File: src/rtl/cordic_quadrant_ctrl_pkg.sv
// Shared types and helpers for the CORDIC quadrant wrapper.
// Holds the FSM state type, the default widths and the saturating negate helper.
package cordic_pkg;

    localparam int ANG_W_DEF  = 16;
    localparam int DATA_W_DEF = 16;
    localparam logic [ANG_W_DEF-1:0] HALF_TURN = {1'b1, {(ANG_W_DEF-1){1'b0}}};

    typedef enum logic [1:0] {
        ST_IDLE,
        ST_START,
        ST_WAIT_CORE,
        ST_OUT_VALID
    } state_t;

    // Operates on a sign-extended value of the given width.
    // The most negative code maps to the most positive one instead of wrapping.
    function automatic logic signed [31:0] sat_neg(input logic signed [31:0] value,
                                                   input int width);
        logic signed [31:0] most_neg;
        most_neg = 32'sh8000_0000 >>> (32 - width);
        return (value == most_neg) ? ~most_neg : -value;
    endfunction

endpackage

File: src/rtl/cordic_quadrant_fold.sv
// Folds a binary angle into [-pi/2, pi/2].
// Quadrants 1 and 2 are shifted by half a turn and flagged so the caller can negate the core result.
module cordic_quadrant_fold
    import cordic_pkg::*;
#(
    parameter int ANG_W = ANG_W_DEF
) (
    input  logic [ANG_W-1:0] i_angle,
    output logic [ANG_W-1:0] o_angle,
    output logic             o_flip
);

    localparam logic [ANG_W-1:0] HALF = {1'b1, {(ANG_W-1){1'b0}}};

    logic [1:0] w_q;

    assign w_q     = i_angle[ANG_W-1:ANG_W-2];
    assign o_flip  = w_q[1] ^ w_q[0];
    assign o_angle = o_flip ? (i_angle + HALF) : i_angle;

endmodule

File: src/rtl/cordic_quadrant_ctrl.sv
// Request/response wrapper around the CORDIC core: angle folding, start/done sequencing,
// quadrant sign correction of cos/sin and a watchdog on the core.
module cordic_quadrant_ctrl
    import cordic_pkg::*;
#(
    parameter int ANG_W          = ANG_W_DEF,
    parameter int DATA_W         = DATA_W_DEF,
    parameter int TIMEOUT_CYCLES = 255
) (
    input  logic                     clk_i,
    input  logic                     rst_i,
    input  logic                     in_valid_i,
    output logic                     in_ready_o,
    input  logic [ANG_W-1:0]         in_angle_i,
    output logic                     start_cordic_o,
    output logic [ANG_W-1:0]         angle_o,
    input  logic                     done_tick_cordic_i,
    input  logic signed [DATA_W-1:0] cos_i,
    input  logic signed [DATA_W-1:0] sin_i,
    output logic                     out_valid_o,
    input  logic                     out_ready_i,
    output logic signed [DATA_W-1:0] out_cos_o,
    output logic signed [DATA_W-1:0] out_sin_o,
    output logic                     busy_o,
    output logic                     err_o
);

    localparam int WD_W = $clog2(TIMEOUT_CYCLES + 1);
    localparam logic [WD_W-1:0] WD_LAST = WD_W'(TIMEOUT_CYCLES - 1);

    state_t                     r_state;
    state_t                     w_next;
    logic [ANG_W-1:0]           r_angle;
    logic                       r_flip;
    logic [WD_W-1:0]            r_wd;
    logic                       r_err;
    logic signed [DATA_W-1:0]   r_cos;
    logic signed [DATA_W-1:0]   r_sin;

    logic [ANG_W-1:0]           w_fold_angle;
    logic                       w_fold_flip;
    logic                       w_accept;
    logic                       w_capture;
    logic                       w_timeout;
    logic signed [DATA_W-1:0]   w_cos_corr;
    logic signed [DATA_W-1:0]   w_sin_corr;

    cordic_quadrant_fold #(
        .ANG_W (ANG_W)
    ) u_fold (
        .i_angle (in_angle_i),
        .o_angle (w_fold_angle),
        .o_flip  (w_fold_flip)
    );

    assign w_accept  = in_valid_i && (r_state == ST_IDLE);
    assign w_capture = done_tick_cordic_i && (r_state == ST_WAIT_CORE);
    assign w_timeout = !done_tick_cordic_i && (r_state == ST_WAIT_CORE) && (r_wd == WD_LAST);

    assign w_cos_corr = r_flip ? DATA_W'(sat_neg(32'(cos_i), DATA_W)) : cos_i;
    assign w_sin_corr = r_flip ? DATA_W'(sat_neg(32'(sin_i), DATA_W)) : sin_i;

    always_ff @(posedge clk_i) begin
        if (rst_i) begin
            r_state <= ST_IDLE;
        end else begin
            r_state <= w_next;
        end
    end

    always_comb begin
        w_next         = r_state;
        in_ready_o     = 1'b0;
        start_cordic_o = 1'b0;
        out_valid_o    = 1'b0;
        busy_o         = 1'b1;
        case (r_state)
            ST_IDLE: begin
                in_ready_o = 1'b1;
                busy_o     = 1'b0;
                if (in_valid_i) w_next = ST_START;
            end
            ST_START: begin
                start_cordic_o = 1'b1;
                w_next         = ST_WAIT_CORE;
            end
            ST_WAIT_CORE: begin
                if (done_tick_cordic_i) w_next = ST_OUT_VALID;
                else if (w_timeout)     w_next = ST_IDLE;
            end
            ST_OUT_VALID: begin
                out_valid_o = 1'b1;
                if (out_ready_i) w_next = ST_IDLE;
            end
            default: begin
                w_next = ST_IDLE;
            end
        endcase
    end

    // Datapath and watchdog: captures only in the states that own them, so stray ticks are inert.
    always_ff @(posedge clk_i) begin
        if (rst_i) begin
            r_angle <= '0;
            r_flip  <= 1'b0;
            r_wd    <= '0;
            r_err   <= 1'b0;
            r_cos   <= '0;
            r_sin   <= '0;
        end else begin
            if (w_accept) begin
                r_angle <= w_fold_angle;
                r_flip  <= w_fold_flip;
            end
            if (r_state == ST_START) begin
                r_wd <= '0;
            end else if (r_state == ST_WAIT_CORE) begin
                r_wd <= r_wd + WD_W'(1);
            end
            if (w_capture) begin
                r_cos <= w_cos_corr;
                r_sin <= w_sin_corr;
            end
            if (w_timeout) begin
                r_err <= 1'b1;
            end
        end
    end

    assign angle_o   = r_angle;
    assign out_cos_o = r_cos;
    assign out_sin_o = r_sin;
    assign err_o     = r_err;

endmodule

File: config.mk
export PLATFORM = sky130hd
export DESIGN_NAME = cordic_quadrant_ctrl
export DESIGN_NICKNAME = d
export VERILOG_FILES = /design/src/rtl/cordic_quadrant_ctrl_pkg.sv /design/src/rtl/cordic_quadrant_fold.sv /design/src/rtl/cordic_quadrant_ctrl.sv
export SDC_FILE = /design/constraint.sdc
export NUM_CORES = 1
export LEC_CHECK = 0
export CAP_MARGIN = 20
export CORE_ASPECT_RATIO = 0.7
export CORE_MARGIN = 3
export CORE_UTILIZATION = 45
export DETAILED_ROUTE_END_ITERATION = 8
export MAX_ROUTING_LAYER = met4
export PLACE_DENSITY = 0.83
export SYNTH_ARGS = -nofsm -noshare
export SYNTH_HDL_FRONTEND = slang
export SYNTH_SLANG_ARGS = --single-unit
File: constraint.sdc
create_clock -name clk_i -period 2.13 [get_ports clk_i]
set_input_delay 0.213 -clock clk_i [delete_from_list [all_inputs] [get_ports clk_i]]
set_output_delay 0.213 -clock clk_i [all_outputs]
set_load 0.03 [all_outputs]
### After elaboration in Yosys (flattened, before gate mapping)

Cells that the tools add are included.

| operators by class | value |
|---|---|
| $lt $le $gt $ge | 0 |
| shifts and indexed selects | 0 |
| divide/modulo/power cells | 0 |
| reductions and logical operators | 8 |
| $mul | 0 |
| muxes and demuxes | 14 |
| equal/unequal tests | 9 |
| add/subtract/negate cells | 4 |
| bitwise operators | 1 |

Operators by type and width:

| operator | number |
|---|---|
| 16-bit two-way mux | 5 |
| 16-bit == test, second input constant | 2 |
| 16-bit negation | 2 |
| 16-bit adder, second input constant | 1 |
| 8-bit by 1-bit adder with 8-bit output, second input constant | 1 |
| 8-bit == test, second input constant | 1 |
| 2-bit two-way mux | 4 |
| 2-bit one-hot mux with 4 select lines | 1 |
| 2-bit == test, second input constant | 2 |
| 1-bit logical AND | 4 |
| 1-bit two-way mux | 4 |
| 2-bit != test, second input constant | 2 |
| 3-bit != test, second input constant | 1 |
| 3-bit AND reduction | 1 |
| 2-bit by 1-bit == test with 1-bit output, second input constant | 1 |
| 2-bit logical NOT | 1 |
| 2-bit OR reduction | 1 |
| 1-bit logical NOT | 1 |
| 1-bit XOR | 1 |

| word-level totals | value |
|---|---|
| RAM bits | 0 |
| logic and storage cells | 43 |
| bits in registers | 60 |
| ROM bits | 0 |
| memories kept | 0 |
| output and inout bits | 53 |
| bits in latches | 0 |

### Longest topological paths before layout

| depth | value |
|---|---|
| depth after elaboration | 6 |
| gate-level depth with buffers | 7 |
| depth with buffers taken out | 7 |

### Hierarchy

Synthesis repeated with hierarchy kept, for this count alone.

| unflattened totals | value |
|---|---|
| cell total of the unflattened synthesis | 367 |
| area total of the unflattened synthesis | 2,964.1 um^2 |

By module, submodules not included:

| module | sequential area each (um^2) | cells an instance | instances | area an instance (um^2) |
|---|---|---|---|---|
| cordic_quadrant_ctrl | 1,201.2 | 350 | 1 | 2,839.0 |
| cordic_quadrant_fold | 0.0 | 17 | 1 | 125.1 |

### Least setup slack after synthesis

OpenSTA, ideal clock, no wires.

| timing path | value |
|---|---|
| path kind | input -> register |
| from | input port sin_i[10] |
| to | register r_sin[10] (netlist: out_sin_o[10]) |
| setup slack | 0.188 ns |
| arrival | 1.861 ns |
| required time | 2.049 ns |
| stages | 5 |
| setup time | 0.081 ns |
| path through | or4_4 or4_1 o31a_1 buf_6 a211oi_2 |

| on the way | value |
|---|---|
| cells in the longest elaborated chain, start to end | 3 |
| elaborated cells on any way between the ends | 4 |

RTL lines:

| what | line | source |
|---|---|---|
| from (decl) | cordic_quadrant_ctrl.sv:19 | `input logic signed [DATA_W-1:0] sin_i,` |
| 16-bit negation or 16-bit == test (tied branches) | cordic_quadrant_ctrl_pkg.sv:22 | `return (value == most_neg) ? ~most_neg : -value;` |
| 16-bit two-way mux | cordic_quadrant_ctrl_pkg.sv:22 |  |
| 16-bit two-way mux (*) | cordic_quadrant_ctrl.sv:61 | `assign w_sin_corr = r_flip ? DATA_W'(sat_neg(32'(sin_i), DATA_W)) : sin_i;` |
| to (signal assigned) | cordic_quadrant_ctrl.sv:122 | `r_sin <= w_sin_corr;` |
| to (decl) | cordic_quadrant_ctrl.sv:38 | `logic signed [DATA_W-1:0] r_sin;` |

Mark *: on every way between the ends. The rest lies on a longest branch, timed or not.
A chain may end at the register's enable or synchronous reset.

### Worst setup path after layout

| timing path | value |
|---|---|
| from | input port cos_i[2] |
| to | register r_cos[9] (netlist: out_cos_o[9]) |

| on the way | value |
|---|---|
| cells in the longest elaborated chain, start to end | 3 |
| elaborated cells on any way between the ends | 4 |

RTL lines:

| what | line | source |
|---|---|---|
| from (decl) | cordic_quadrant_ctrl.sv:18 | `input logic signed [DATA_W-1:0] cos_i,` |
| 16-bit negation or 16-bit == test (tied branches) | cordic_quadrant_ctrl_pkg.sv:22 |  |
| 16-bit two-way mux (*) | cordic_quadrant_ctrl_pkg.sv:22 |  |
| 16-bit two-way mux (*) | cordic_quadrant_ctrl.sv:60 | `assign w_cos_corr = r_flip ? DATA_W'(sat_neg(32'(cos_i), DATA_W)) : cos_i;` |
| to (signal assigned) | cordic_quadrant_ctrl.sv:121 | `r_cos <= w_cos_corr;` |
| to (decl) | cordic_quadrant_ctrl.sv:37 | `logic signed [DATA_W-1:0] r_cos;` |

Marks and branches as above.

==> summary.txt <==
Synthesis
  • Asr flop ratio synth: 0%
  • Yosys warns: 0
  • Synth top area cells: dfxtp_1, a211oi_2, xor2_1
  • Syn avg cell area: 8.75 µm²
  • Simple-Gate Fraction of Synth Area: 20.0%
  • Netlist cell types: 37
  • Top-count cell post-synth: dfxtp_1
  • Synth Flop Type: dfxtp_1
  • Compound-Gate Fraction of Synth Area: 22.6%
  • EDFF count, synth: 0
  • Cell Area, Synth: roughly 3000 µm²
  • Yosys top cell area share: between 40% and 50%
  • Seq cells post-synth: 60
  • Area share of xor/xnor cells in the synthesized design: 9.80%
  • Seq/Total Area, Yosys: 40.7%
  • Multiplexer share of the synthesized area: 1.02%
  • Synth Net Count: 394
  • Post-synthesis adder-cell area fraction: 1.70%
  • Commonest cells in the synthesized netlist: dfxtp_1, nand2_1, nor2_1, xor2_1, a21oi_1
  • Main combinational cell family by area after synthesis: compound AO/OA/AOI/OAI gates
  • Yosys top cell by area: dfxtp_1
  • Cell count after synthesis: 337

Timing
  • Fin. max-slew vios: 0
  • Fin crit share: 98.8%
  • Post-route setup TNS: 0 ns
  • Fin. Hold Viols: 0
  • Hold Slack: 0.265 ns
  • Max_slew headroom: about three fifths
  • PnR worst setup slack: roughly 0.025 ns
  • Slew @ Worst Pin: 0.575 ns
  • Minimum clock period: 2.10 ns
  • Final setup violation count: 0
  • Post-Route Skew: 0.00724 ns
  • F_max: roughly 480 MHz

Routing
  • Routed wire length: between 8 and 9 mm
  • Via Count: 2935
  • Wire length per cell: 15.2 µm
  • First-pass DRT Iterations: 4
  • Via density: 5.32
  • Initial drt markers: between 100 and 150
  • ANT nets after route: 0
  • # DRC: 0

Global routing
  • Initial antenna violation count: 0
  • Tot GR Track Use: 23.3%
  • Largest net degree at the start of global routing: 21
  • Global-route wire length before repair: 13.5 mm
  • Grt ovf: 0
  • Vias in the first global route: 2861

Die
  • Io pins: roughly 110
  • Row count: 23
  • Die X-Extent: 103 µm
  • Core Footprint: 6010 µm²
  • Die Y: 73.7 µm
  • Starting Density: 49.0%
  • Die area: 7570 µm²

Final layout
  • Layout cell share with drive strength beyond 1: 19.5%
  • NumNets Final: 529
  • Area grow syn2layout: 54.5%
  • Finished Cell Area: between 4000 and 5000 µm²
  • Fillers: about 450
  • Antenna Diode Count: 0

Setup path
  • Worst path arrival time: approximately 2.4 ns
  • Crit Path Category: primary input to flop
  • Worst-path maximum fanout: 9
  • Critical Path RT: 2.39 ns
  • Endpoint class of the critical path: flop
  • Reg2reg start: r_state[1]
  • Startpoint Class: primary input
  • Crit path launch: cos_i[2]

Pwr
  • Leak pwr: 1.62 nW
  • VDD IR-drop max: ~500 µV
  • Pwr Density: 672 nW/µm²

Placed design
  • Port Buf Inserts: 105
  • Area after DPL: 4280 µm²
  • RD Place Congestion: 0.828
  • Final HPWL DP: about 6.0 mm
  • DP Worst Slack: -0.320 ns

Clocking
  • Buffer depth of the longest clock path: 2
  • H-tree depth: 3
  • Clock Pin Slew Worst Setup and Hold Paths: 0.07 ns
  • Clock root buffer: clkbuf_8
  • Clk_lat worst skew: 0.34 ns
  • Clock sink count: 60
  • Post-CTS Hold Buffers: 0
  • CTS tree: yes
  • CTS buffer count: 9

Job
  • Max-cap violations: 0

Worst hold path
  • Worst min path class: primary input to flop
  • Hold_sp: rst_i

Status
  • Status: finished, final reports clean
worst max-delay path, cell delays in order:
cell	delay, ns
clkdlybuf4s50_1	0.42
or4_1	0.59
or3_4	0.39
o31a_4	0.42
buf_12	0.17
a211oi_2	0.17
registers in the layout (all words and copies together), names as in the netlist:
register	count
r_flip	1
angle_o	16
out_cos_o	16
r_wd	8
err_o	1
out_sin_o	16
r_state	2
per-layer routing:
layer	vias to the layer above	global-route usage [%]	wire [µm]
li1	1448	-	-
met1	1380	28.5	3750
met2	94	38.0	3960
met3	13	6.55	565
met4	0	6.47	108
met5	-	-	0
cells in the final DEF, fill, tap and decap left out, drive strengths merged, types with 2 or more instances in the layout:
cell           count
or4                7
o31a               3
clkbuf            12
a211oi            31
xnor2              5
o31ai              6
o41ai              5
and2               3
inv                8
o21ai             15
clkdlybuf4s50    104
mux2i              3
nand3b             4
a21oi             24
or3                6
nor3               2
ha                 4
dfxtp             60
nor2b              4
nand2b             4
nor2              41
nand4              3
clkinv             2
buf               40
nand2             44
xor2              28
path summary, 6_finish.rpt:
check                                      to  slack [ns]  cells past startpoint
worst max-delay path             out_cos_o[9]        0.03                      6
worst min-delay path                  r_wd[1]        0.27                      2
worst max register to register  out_cos_o[15]        0.52                      5
worst min register to register     angle_o[8]        0.46                      2
metrics by stage:
stage          util [%]  cells  power (mW)
2_1_floorplan         -    337        1.67
3_3_place_gp       71.2    535        2.00
3_5_place_dp       71.2    535        2.02
4_1_cts            74.9    551        3.07
5_1_grt            75.7    552        3.20
6_report           75.7    552        3.06
timing repair:
action / in CTS / in global routing
resized for setup: 3 / 7
buffers inserted: 0 / 1
endpoints found under the setup margin: 2 / 10
pin swaps: 0 / 2
cells by family (layout without fill, tap and decap cells):
kind of cell,after synthesis,count (layout)
flops,60,60
fa+ha+maj,4,4
compound gates,86,86
simple gates,123,123
xor+xnor,33,33
buf+inv,28,168
mux,3,3
where the power goes:
part           internal [mW]  switching, mW
clock                  0.601          0.446
combinational          0.364          0.418
sequential              1.19         0.0488
total                   2.15          0.912
cell type report:
cell class                 instances  area (µm²)  share of cell area, %
sequential                        60        1200                   26.4
timing repair buffer             144        1350                   29.7
tap                               75        93.8                   2.06
clock inverter                     4        47.5                   1.04
clock buffer                      12         155                   3.41
multi-input combinational        249        1670                   36.7
inverter                           8        30.0                  0.659
Power figures use the tool's default switching activity.
